### src/rtl/seven_segment_capture_if.sv
// ----------------------------------------------------------------------------
// seven_segment_capture_if
// Bundles the multiplexed seven-segment display bus (observed side) and the
// reconstructed-value outputs of seven_segment_capture.
//   display : segment bus, active-low, bit6=g ... bit0=a
//   digit   : digit enables, active-low one-hot, bit0 = ones position
//   nums    : reconstructed binary value 0..9999, zero-extended
//   bcd     : digits of the last good frame {thousands,hundreds,tens,ones}
//   valid   : one-cycle pulse when a frame completes
//   error   : last completed frame held an undecodable digit
//   stale   : display went quiet long enough to discard a partial frame
// master drives the display side; slave is the capture block.
// ----------------------------------------------------------------------------
interface seven_segment_capture_if;
  logic [6:0]  display;
  logic [3:0]  digit;
  logic [15:0] nums;
  logic [15:0] bcd;
  logic        valid;
  logic        error;
  logic        stale;

  modport master (
    output display, digit,
    input  nums, bcd, valid, error, stale
  );

  modport slave (
    input  display, digit,
    output nums, bcd, valid, error, stale
  );
endinterface

### src/rtl/seven_segment_capture.sv
// ----------------------------------------------------------------------------
// seven_segment_capture
// Watches a multiplexed, active-low seven-segment display and rebuilds the
// 4-digit decimal value it shows, emitting it as binary with a valid pulse.
// Ports:
//   clk : system clock
//   rst : synchronous active-high reset
//   bus : seven_segment_capture_if.slave (display/digit in, results out)
// Parameters:
//   SETTLE_CYCLES  : cycles a {digit,display} pair must be stable (min 2)
//   TIMEOUT_CYCLES : sample-free cycles before a partial frame is dropped
// ----------------------------------------------------------------------------
module seven_segment_capture #(
  parameter int SETTLE_CYCLES  = 16,
  parameter int TIMEOUT_CYCLES = 400000
) (
  input  logic                    clk,
  input  logic                    rst,
  seven_segment_capture_if.slave  bus
);

  localparam int SW = $clog2(SETTLE_CYCLES + 1);
  localparam int TW = $clog2(TIMEOUT_CYCLES + 1);
  localparam logic [SW-1:0] SETTLE_MAX  = SW'(SETTLE_CYCLES - 1);
  localparam logic [TW-1:0] TIMEOUT_MAX = TW'(TIMEOUT_CYCLES - 1);

  typedef enum logic [1:0] {IDLE, CONV, DONE} state_t;

  // ---------------- segment / position decode ----------------
  logic       code_ok;
  logic [3:0] code_val;
  logic       pos_ok;
  logic [1:0] pos_idx;

  always_comb begin
    code_ok  = 1'b1;
    code_val = 4'd0;
    case (bus.display)
      7'b1000000: code_val = 4'd0;
      7'b1111001: code_val = 4'd1;
      7'b0100100: code_val = 4'd2;
      7'b0110000: code_val = 4'd3;
      7'b0011001: code_val = 4'd4;
      7'b0010010: code_val = 4'd5;
      7'b0000010: code_val = 4'd6;
      7'b1111000: code_val = 4'd7;
      7'b0000000: code_val = 4'd8;
      7'b0010000: code_val = 4'd9;
      default:    code_ok  = 1'b0;
    endcase
  end

  always_comb begin
    pos_ok  = 1'b1;
    pos_idx = 2'd0;
    case (bus.digit)
      4'b1110: pos_idx = 2'd0;
      4'b1101: pos_idx = 2'd1;
      4'b1011: pos_idx = 2'd2;
      4'b0111: pos_idx = 2'd3;
      default: pos_ok  = 1'b0;
    endcase
  end

  // ---------------- settle tracking ----------------
  logic [10:0]   pair_q;
  logic [SW-1:0] settle_q, settle_d;
  logic          sampled_q, sampled_d;
  logic          same_pair;
  logic          sample_fire;

  assign same_pair   = ({bus.digit, bus.display} == pair_q);
  // One sample per dwell: sampled_q blocks repeats until the pair changes.
  assign sample_fire = pos_ok && same_pair && (settle_q == SETTLE_MAX) && !sampled_q;

  always_comb begin
    settle_d  = settle_q;
    sampled_d = sampled_q;
    if (!pos_ok || !same_pair) begin
      settle_d  = '0;
      sampled_d = 1'b0;
    end else begin
      if (settle_q != SETTLE_MAX) settle_d = settle_q + 1'b1;
      if (sample_fire)            sampled_d = 1'b1;
    end
  end

  // ---------------- timeout ----------------
  logic [TW-1:0] timeout_q, timeout_d;
  logic          timeout_fire;

  // A sample on the same edge wins over the timeout.
  assign timeout_fire = !sample_fire && (timeout_q == TIMEOUT_MAX);
  assign timeout_d    = (sample_fire || timeout_fire) ? '0 : timeout_q + 1'b1;

  // ---------------- live frame: slots, seen mask, bad flag ----------------
  state_t     state_q, state_d;
  logic [3:0] seen_q, seen_d;
  logic       bad_q, bad_d;
  logic       frame_take;
  logic [15:0] slots_w;

  // A completed frame waits in seen_q until the converter is back in IDLE.
  assign frame_take = (state_q == IDLE) && (seen_q == 4'b1111);

  generate
    for (genvar gi = 0; gi < 4; gi++) begin : g_slot
      logic [3:0] slot_q;
      always_ff @(posedge clk) begin
        if (rst) begin
          slot_q <= 4'd0;
        end else if (sample_fire && code_ok && (pos_idx == 2'(gi))) begin
          slot_q <= code_val;
        end
      end
      assign slots_w[gi*4 +: 4] = slot_q;
    end
  endgenerate

  always_comb begin
    seen_d = seen_q;
    bad_d  = bad_q;
    if (frame_take || timeout_fire) begin
      seen_d = 4'b0000;
      bad_d  = 1'b0;
    end
    // A sample landing on the snapshot edge belongs to the next frame.
    if (sample_fire) begin
      seen_d[pos_idx] = 1'b1;
      if (!code_ok) bad_d = 1'b1;
    end
  end

  // ---------------- conversion FSM ----------------
  logic [15:0] shadow_q, shadow_d;
  logic        shadow_bad_q, shadow_bad_d;
  logic [13:0] acc_q, acc_d;
  logic [1:0]  idx_q, idx_d;
  logic [15:0] nums_q, nums_d, bcd_q, bcd_d;
  logic        valid_q, valid_d, error_q, error_d, stale_q, stale_d;
  logic [1:0]  sel_pos;
  logic [3:0]  conv_digit;

  // Conversion walks from the thousands slot down to the ones slot.
  assign sel_pos    = 2'd3 - idx_q;
  assign conv_digit = shadow_q[sel_pos*4 +: 4];

  always_comb begin
    state_d      = state_q;
    shadow_d     = shadow_q;
    shadow_bad_d = shadow_bad_q;
    acc_d        = acc_q;
    idx_d        = idx_q;
    nums_d       = nums_q;
    bcd_d        = bcd_q;
    valid_d      = 1'b0;
    error_d      = error_q;
    stale_d      = stale_q;
    case (state_q)
      IDLE: begin
        if (frame_take) begin
          shadow_d     = slots_w;
          shadow_bad_d = bad_q;
          acc_d        = '0;
          idx_d        = 2'd0;
          state_d      = CONV;
        end
      end
      CONV: begin
        acc_d = {acc_q[10:0], 3'b000} + {acc_q[12:0], 1'b0} + {10'd0, conv_digit};
        idx_d = idx_q + 2'd1;
        if (idx_q == 2'd3) state_d = DONE;
      end
      DONE: begin
        if (!shadow_bad_q) begin
          nums_d  = {2'b00, acc_q};
          bcd_d   = shadow_q;
          error_d = 1'b0;
        end else begin
          error_d = 1'b1;
        end
        valid_d = 1'b1;
        stale_d = 1'b0;
        state_d = IDLE;
      end
      default: state_d = IDLE;
    endcase
    if (timeout_fire) stale_d = 1'b1;
  end

  always_ff @(posedge clk) begin
    if (rst) begin
      pair_q       <= '0;
      settle_q     <= '0;
      sampled_q    <= 1'b0;
      timeout_q    <= '0;
      seen_q       <= 4'b0000;
      bad_q        <= 1'b0;
      state_q      <= IDLE;
      shadow_q     <= '0;
      shadow_bad_q <= 1'b0;
      acc_q        <= '0;
      idx_q        <= 2'd0;
      nums_q       <= '0;
      bcd_q        <= '0;
      valid_q      <= 1'b0;
      error_q      <= 1'b0;
      stale_q      <= 1'b0;
    end else begin
      pair_q       <= {bus.digit, bus.display};
      settle_q     <= settle_d;
      sampled_q    <= sampled_d;
      timeout_q    <= timeout_d;
      seen_q       <= seen_d;
      bad_q        <= bad_d;
      state_q      <= state_d;
      shadow_q     <= shadow_d;
      shadow_bad_q <= shadow_bad_d;
      acc_q        <= acc_d;
      idx_q        <= idx_d;
      nums_q       <= nums_d;
      bcd_q        <= bcd_d;
      valid_q      <= valid_d;
      error_q      <= error_d;
      stale_q      <= stale_d;
    end
  end

  assign bus.nums  = nums_q;
  assign bus.bcd   = bcd_q;
  assign bus.valid = valid_q;
  assign bus.error = error_q;
  assign bus.stale = stale_q;

endmodule

### src/flat_wrapper.sv
// flat-port wrapper written by rule: the top's interface ports become plain ports
module seven_segment_capture_flat 
#(
  parameter int SETTLE_CYCLES  = 16,
  parameter int TIMEOUT_CYCLES = 400000
)
  (clk, rst, bus_display, bus_digit, bus_nums, bus_bcd, bus_valid, bus_error, bus_stale);
  seven_segment_capture_if bus_i ();
  input  logic clk;
  input  logic rst;
  input wire logic [$bits(bus_i.display)-1:0] bus_display;
  input wire logic [$bits(bus_i.digit)-1:0] bus_digit;
  output wire logic [$bits(bus_i.nums)-1:0] bus_nums;
  output wire logic [$bits(bus_i.bcd)-1:0] bus_bcd;
  output wire logic [$bits(bus_i.valid)-1:0] bus_valid;
  output wire logic [$bits(bus_i.error)-1:0] bus_error;
  output wire logic [$bits(bus_i.stale)-1:0] bus_stale;
  assign bus_i.display = bus_display;
  assign bus_i.digit = bus_digit;
  assign bus_nums = bus_i.nums;
  assign bus_bcd = bus_i.bcd;
  assign bus_valid = bus_i.valid;
  assign bus_error = bus_i.error;
  assign bus_stale = bus_i.stale;
  seven_segment_capture #(.SETTLE_CYCLES(SETTLE_CYCLES), .TIMEOUT_CYCLES(TIMEOUT_CYCLES)) u_core (.clk(clk), .rst(rst), .bus(bus_i));
endmodule
### config.mk
export PLATFORM = sky130hd
export DESIGN_NAME = seven_segment_capture_flat
export DESIGN_NICKNAME = d
export VERILOG_FILES = /design/src/rtl/seven_segment_capture_if.sv /design/src/rtl/seven_segment_capture.sv /design/src/flat_wrapper.sv
export SDC_FILE = /design/constraint.sdc
export NUM_CORES = 1
export LEC_CHECK = 0
export CORE_ASPECT_RATIO = 1.5
export CORE_MARGIN = 4
export CORE_UTILIZATION = 38
export DETAILED_ROUTE_END_ITERATION = 16
export SYNTH_ARGS = -nofsm -noshare
export SYNTH_HDL_FRONTEND = slang
export SYNTH_SLANG_ARGS = --single-unit
### constraint.sdc
create_clock -name clk -period 5.8 [get_ports clk]
set_input_delay 1.16 -clock clk [delete_from_list [all_inputs] [get_ports clk]]
set_output_delay 1.16 -clock clk [all_outputs]
set_load 0.03 [all_outputs]
Yosys cells after proc, flatten, opt, wreduce, memory -nomap -nowiden. Cells that the tools add are included.

Register bits after elaboration: 125. Input bits: 13. Output and inout bits: 35. Word-level logic and storage cells: 110.

Add/subtract/negate cells: 6. $lt $le $gt $ge: 2. Equality and inequality tests: 26. Shift-type cells: 1. Multiplexer cells: 22. Bitwise operators: 2. Reductions and logical operators: 31.

Operator list (number): $pmux W4 S9 (1); $pmux W14 S2 (1); $eq A7 B5 Y1 const B (3); $eq A7 B7 Y1 const B (3); $add A19 B1 Y19 const B (1); $eq A19 B19 Y1 const B (1); $eq A4 B4 Y1 const B (4); $shiftx A16 B5 Y4 (1); $add A14 B14 Y14 (1); $add A14 B4 Y14 (1); $eq A7 B6 Y1 const B (2); $mux W14 (1); $eq A11 B11 Y1 (1); $logic_and A1 B1 Y1 (11); $mux W1 (10); $reduce_or A10 Y1 (1); $eq A2 B2 Y1 const B (4); $mux W4 (2); $pmux W2 S2 (2); $reduce_and A2 Y1 (4); $eq A7 B2 Y1 const B (1); $logic_not A7 Y1 (1); $mux W2 (3); $pmux W2 S3 (1); other kinds (19) (29).

Longest topological paths before layout.
Word-level depth: 12. Depth in mapped cells: 12. Depth with buffers taken out: 11.

Least setup slack after synthesis. Ideal clock, no wire load.

Kind: flip-flop to flip-flop. From: reg u_core.idx_q[0]. To: reg u_core.acc_q[12]. Library setup time: 0.125 ns. Arrival time: 2.997 ns. Data required time: 5.675 ns. Path slack: 2.678 ns. Stages on the path, launching flop included: 12. Buffers on the path: 1. Cells stage by stage: dfxtp_1 > clkbuf_1 > mux4_2 > inv_1 > fa_1 > fa_1 > nor2b_1 > o211ai_1 > a21boi_0 > a211oi_1 > xnor2_1 > o2bb2ai_1.

Longest elaborated chain between the ends: 4.

Ends and longest elaborated chain: from (decl) (line seven_segment_capture.sv:138) `logic [1:0] idx_q, idx_d;`; from (signal assigned) (line seven_segment_capture.sv:220) `idx_q <= idx_d;`; $sub A2 B2 Y2 (line seven_segment_capture.sv:145) `assign sel_pos = 2'd3 - idx_q;`; $shiftx A16 B5 Y4 (line seven_segment_capture.sv:146) `assign conv_digit = shadow_q[sel_pos*4 +: 4];`; $add A14 B4 Y14 (line seven_segment_capture.sv:170) `acc_d = {acc_q[10:0], 3'b000} + {acc_q[12:0], 1'b0} + {10'd0, conv_digit};`; $pmux W14 S2 (line seven_segment_capture.sv:159) `case (state_q)`; to (signal assigned) (line seven_segment_capture.sv:202) `acc_q <= '0;`; to (signal assigned) (line seven_segment_capture.sv:219) `acc_q <= acc_d;`; to (decl) (line seven_segment_capture.sv:137) `logic [13:0] acc_q, acc_d;`.

Every way passes these cells. A chain may end at the register's enable or synchronous reset.

Worst setup path in the final report. Same ends and word-level chain as after synthesis.

==> run_results.csv <==
group,metric,value,unit
synthesis,ys_seq_area_share,41.8,%
cts,cts_tree,"built",
min_path,worstHoldEndpoint,"u_core.bus.nums[8]$_SDFFE_PP0P_",
global_route,grt_pass1_vias,4548,
power_and_ir_drop,ir_drop,260,uV
synthesis,synth_top_cell_by_area,"dfxtp_1",
cts,numCtsBuffers,17,
timing,setup_violations,0,
worst_setup_path,worstRegToRegCells,10,
finish,synthToLayoutAreaGrowth,19.1,%
route,avgRoutedWirePerCell,13.7,um
route,vias,4578,
synthesis,synth_edf_count,0,
min_path,hold_start,"u_core.bus.nums[8]$_SDFFE_PP0P_",
cts,cts_setup_buffers,0,
synthesis,syn_area,0.00599,mm2
timing,maxSlewViolCount,0,
die,core_area,0.0153,mm2
worst_setup_path,arrival,3.68,ns
timing,maxSlewHeadroom,21.2,%
worst_setup_path,path_max_fanout,7,
route,drc_errors,0,
timing,hold_violations,0,
die,initial_utilization,39.2,%
synthesis,synth_commonest_cells,"dfxtp_1 (125), nand2_1 (122), a21oi_1 (66)",
placed_design,port_buffers,45,
placed_design,place_worst_setup_slack,2.15,ns
route,viasPerCell,5.05,
job,maxCapViolCount,0,
finish,n_antenna_cell,0,
timing,worst_pin_slew,1.18,ns
global_route,grt_first_pass_wirelength,21600,um
finish,drive_above_1_share,9.04,%
synthesis,yosysWarnings,0,
die,placementRows,55,
die,dieArea,0.0179,mm2
power_and_ir_drop,leakagePower,2.56,nW
cts,root_buffer,"clkbuf_16",
timing,fin_skew,0.0111,ns
cts,clkLatencyLatePin,0.41,ns
timing,fin_hold_ws,0.452,ns
worst_setup_path,r2r-start,"u_core.idx_q[0]$_SDFFE_PP0P_",
timing,period_needed,3.42,ns
global_route,grt-ovfl-total,0,
cts,ctsHoldBuffers,0,
global_route,grt_max_degree,75,
min_path,min_path_cells,2,
route,drt_first_iter_violations,176,
route,routed_wl,12500,um
synthesis,synth_cell_types,68,
timing,rsz0062_at_grt,"false",
die,die_y,162,um
cts,cts_sinks,125,
finish,nFillCells,1501,
worst_setup_path,r2r_end,"u_core.acc_q[12]$_SDFFE_PP0P_",
finish,final_nets,737,
timing,layout_worst_path_cycle_share,58.9,%
synthesis,syn_avg_cell_area,8.94,um2
synthesis,yosysMostFrequentCell,"dfxtp_1",
die,ioPinCount,48,
power_and_ir_drop,power_density,284,mW/mm2
placed_design,gp_congestion,0.836,
timing,finalSetupTns,0,ns
timing,fin_ws,2.38,ns
cts,cts.clk_slew.worst_paths,0.05,ns
route,dr.pass1.iters,4,
power_and_ir_drop,finalPower,0.00202,W
worst_setup_path,end_kind,"register",
worst_setup_path,required,6.06,ns
cts,post_cts_resized,0,
synthesis,synth_area_leaders,"dfxtp_1 (42%), nand2_1 (7.6%), a21oi_1 (5.5%)",
min_path,hp-class,"reg2reg",
worst_setup_path,crit_path_start_kind,"register",
global_route,antenna_found_initial,0,
placed_design,dpl.hpwl,8970,um
timing,fmax,293,MHz
synthesis,synth-async-reset-ratio,0,%
synthesis,synth_cells,670,
global_route,grt_util_all_layers,14.4,%
worst_setup_path,crit_type,"reg2reg",
status,status,"complete, no violations",
synthesis,yosysTopAreaCellShare,41.8,%
worst_setup_path,rrSetupSlack,2.38,ns
synthesis,ys.flop_type,"dfxtp_1",
die,die_x,110,um
cts,htree_levels,4,
synthesis,ys_ff_latch,125,
cts,clock_path_buffers,2,
route,final_antenna_net_count,0,
## registers in the layout, indices dropped and copies added (netlist names)
register              flops
u_core.bus.bcd           16
u_core.g_slot.slot_q     16
u_core.bus.stale          1
u_core.bus.valid          1
u_core.timeout_q         19
u_core.settle_q           5
u_core.shadow_bad_q       1
u_core.idx_q              2
u_core.state_q            2
u_core.pair_q            11
u_core.bad_q              1
u_core.seen_q             4
u_core.sampled_q          1
u_core.shadow_q          16
u_core.bus.error          1
u_core.acc_q             14
u_core.bus.nums          14
## metrics by stage
stage	cell area, um2	util [%]	instances
floorplan	5990	-	671
global placement	6520	42.7	876
detailed placement	6520	42.7	876
CTS	7130	46.7	907
global route	7130	46.7	907
finish	7130	46.7	907
## layer usage
| metal | vias to the layer above | part of all wire [%] | track usage, % |
|---|---|---|---|
| met3 | 10 | 2.8 | 3.65 |
| met4 | 0 | 1.3 | 5.10 |
| li1 | 2352 | - | - |
| met2 | 62 | 52 | 26.4 |
| met5 | - | 0 | 0 |
| met1 | 2154 | 44 | 16.1 |
## power breakdown
part | internal, W | switching (W) | total (W)
clock | 0.000700 | 0.000384 | 0.00108
combinational | 0.0000276 | 0.0000441 | 0.0000717
sequential | 0.000865 | 0.00000401 | 0.000869
total | 0.00159 | 0.000432 | 0.00202
## cell type report
cell class / instances / area [um2] / area share (%)
Inverter: 12 / 45.0 / 0.632
Clock inverter: 12 / 161 / 2.26
Sequential cell: 125 / 2500 / 35.1
Timing Repair Buffer: 47 / 463 / 6.49
Multi-Input combinational cell: 493 / 3260 / 45.7
Clock buffer: 19 / 453 / 6.35
Tap cell: 199 / 249 / 3.49
## cells by family (layout without fill, tap and decap cells)
group	Yosys count	count (layout)	synth area share, %
flip-flops	125	125	41.8
adder cells (fa/ha/maj)	28	28	6.10
other	1	2	0.0626
multiplexers	18	18	3.85
AND/OR/NAND/NOR	293	293	24.9
XOR/XNOR	43	43	7.11
buffers and inverters	53	90	3.91
AO/OA/AOI/OAI	109	109	12.2
## how the worst max path moves through the flow
stage | start | end | slack (ns)
CTS | u_core.idx_q[0]$_SDFFE_PP0P_ | u_core.acc_q[12]$_SDFFE_PP0P_ | 2.37
global placement | bus_digit[1] | u_core.timeout_q[15]$_SDFF_PP0_ | 2.26
detailed placement | bus_digit[1] | u_core.timeout_q[8]$_SDFF_PP0_ | 2.15
floorplan | u_core.idx_q[0]$_SDFFE_PP0P_ | u_core.acc_q[12]$_SDFFE_PP0P_ | 2.68
global route | u_core.idx_q[0]$_SDFFE_PP0P_ | u_core.acc_q[12]$_SDFFE_PP0P_ | 2.11
finish | u_core.idx_q[0]$_SDFFE_PP0P_ | u_core.acc_q[12]$_SDFFE_PP0P_ | 2.38
## layout by cell type (no fill, tap or decap), types with 4 or more instances in the layout
| cell | Yosys | layout |
|---|---|---|
| a21o_1 | 5 | 5 |
| a21oi_1 | 66 | 66 |
| and3_1 | 9 | 9 |
| clkbuf_16 | 0 | 17 |
| clkdlybuf4s50_1 | 0 | 44 |
| dfxtp_1 | 125 | 125 |
| ha_1 | 26 | 26 |
| inv_1 | 11 | 11 |
| mux2i_1 | 14 | 14 |
| mux4_2 | 4 | 4 |
| nand2_1 | 122 | 122 |
| nand2b_1 | 21 | 21 |
| nand3_1 | 23 | 23 |
| nand4_1 | 8 | 8 |
| nand4b_1 | 4 | 4 |
| nor2_1 | 44 | 43 |
| nor2b_1 | 17 | 17 |
| nor3_1 | 7 | 7 |
| nor4_1 | 4 | 4 |
| nor4b_1 | 5 | 5 |
| o211ai_1 | 4 | 4 |
| o2bb2ai_1 | 6 | 6 |
| xnor2_1 | 21 | 21 |
| xnor2_2 | 4 | 4 |
| xor2_1 | 17 | 17 |
## worst max-delay path, cell delays in order (launching register included)
cell and delay, ns:
dfxtp_1 0.53, mux4_2 0.55, inv_1 0.11, fa_1 0.46, fa_1 0.47, nor2b_1 0.20, o211ai_1 0.10, a21boi_0 0.39
a211oi_1 0.16, xnor2_1 0.16, o2bb2ai_1 0.13
(Power assumes the default switching activity.)
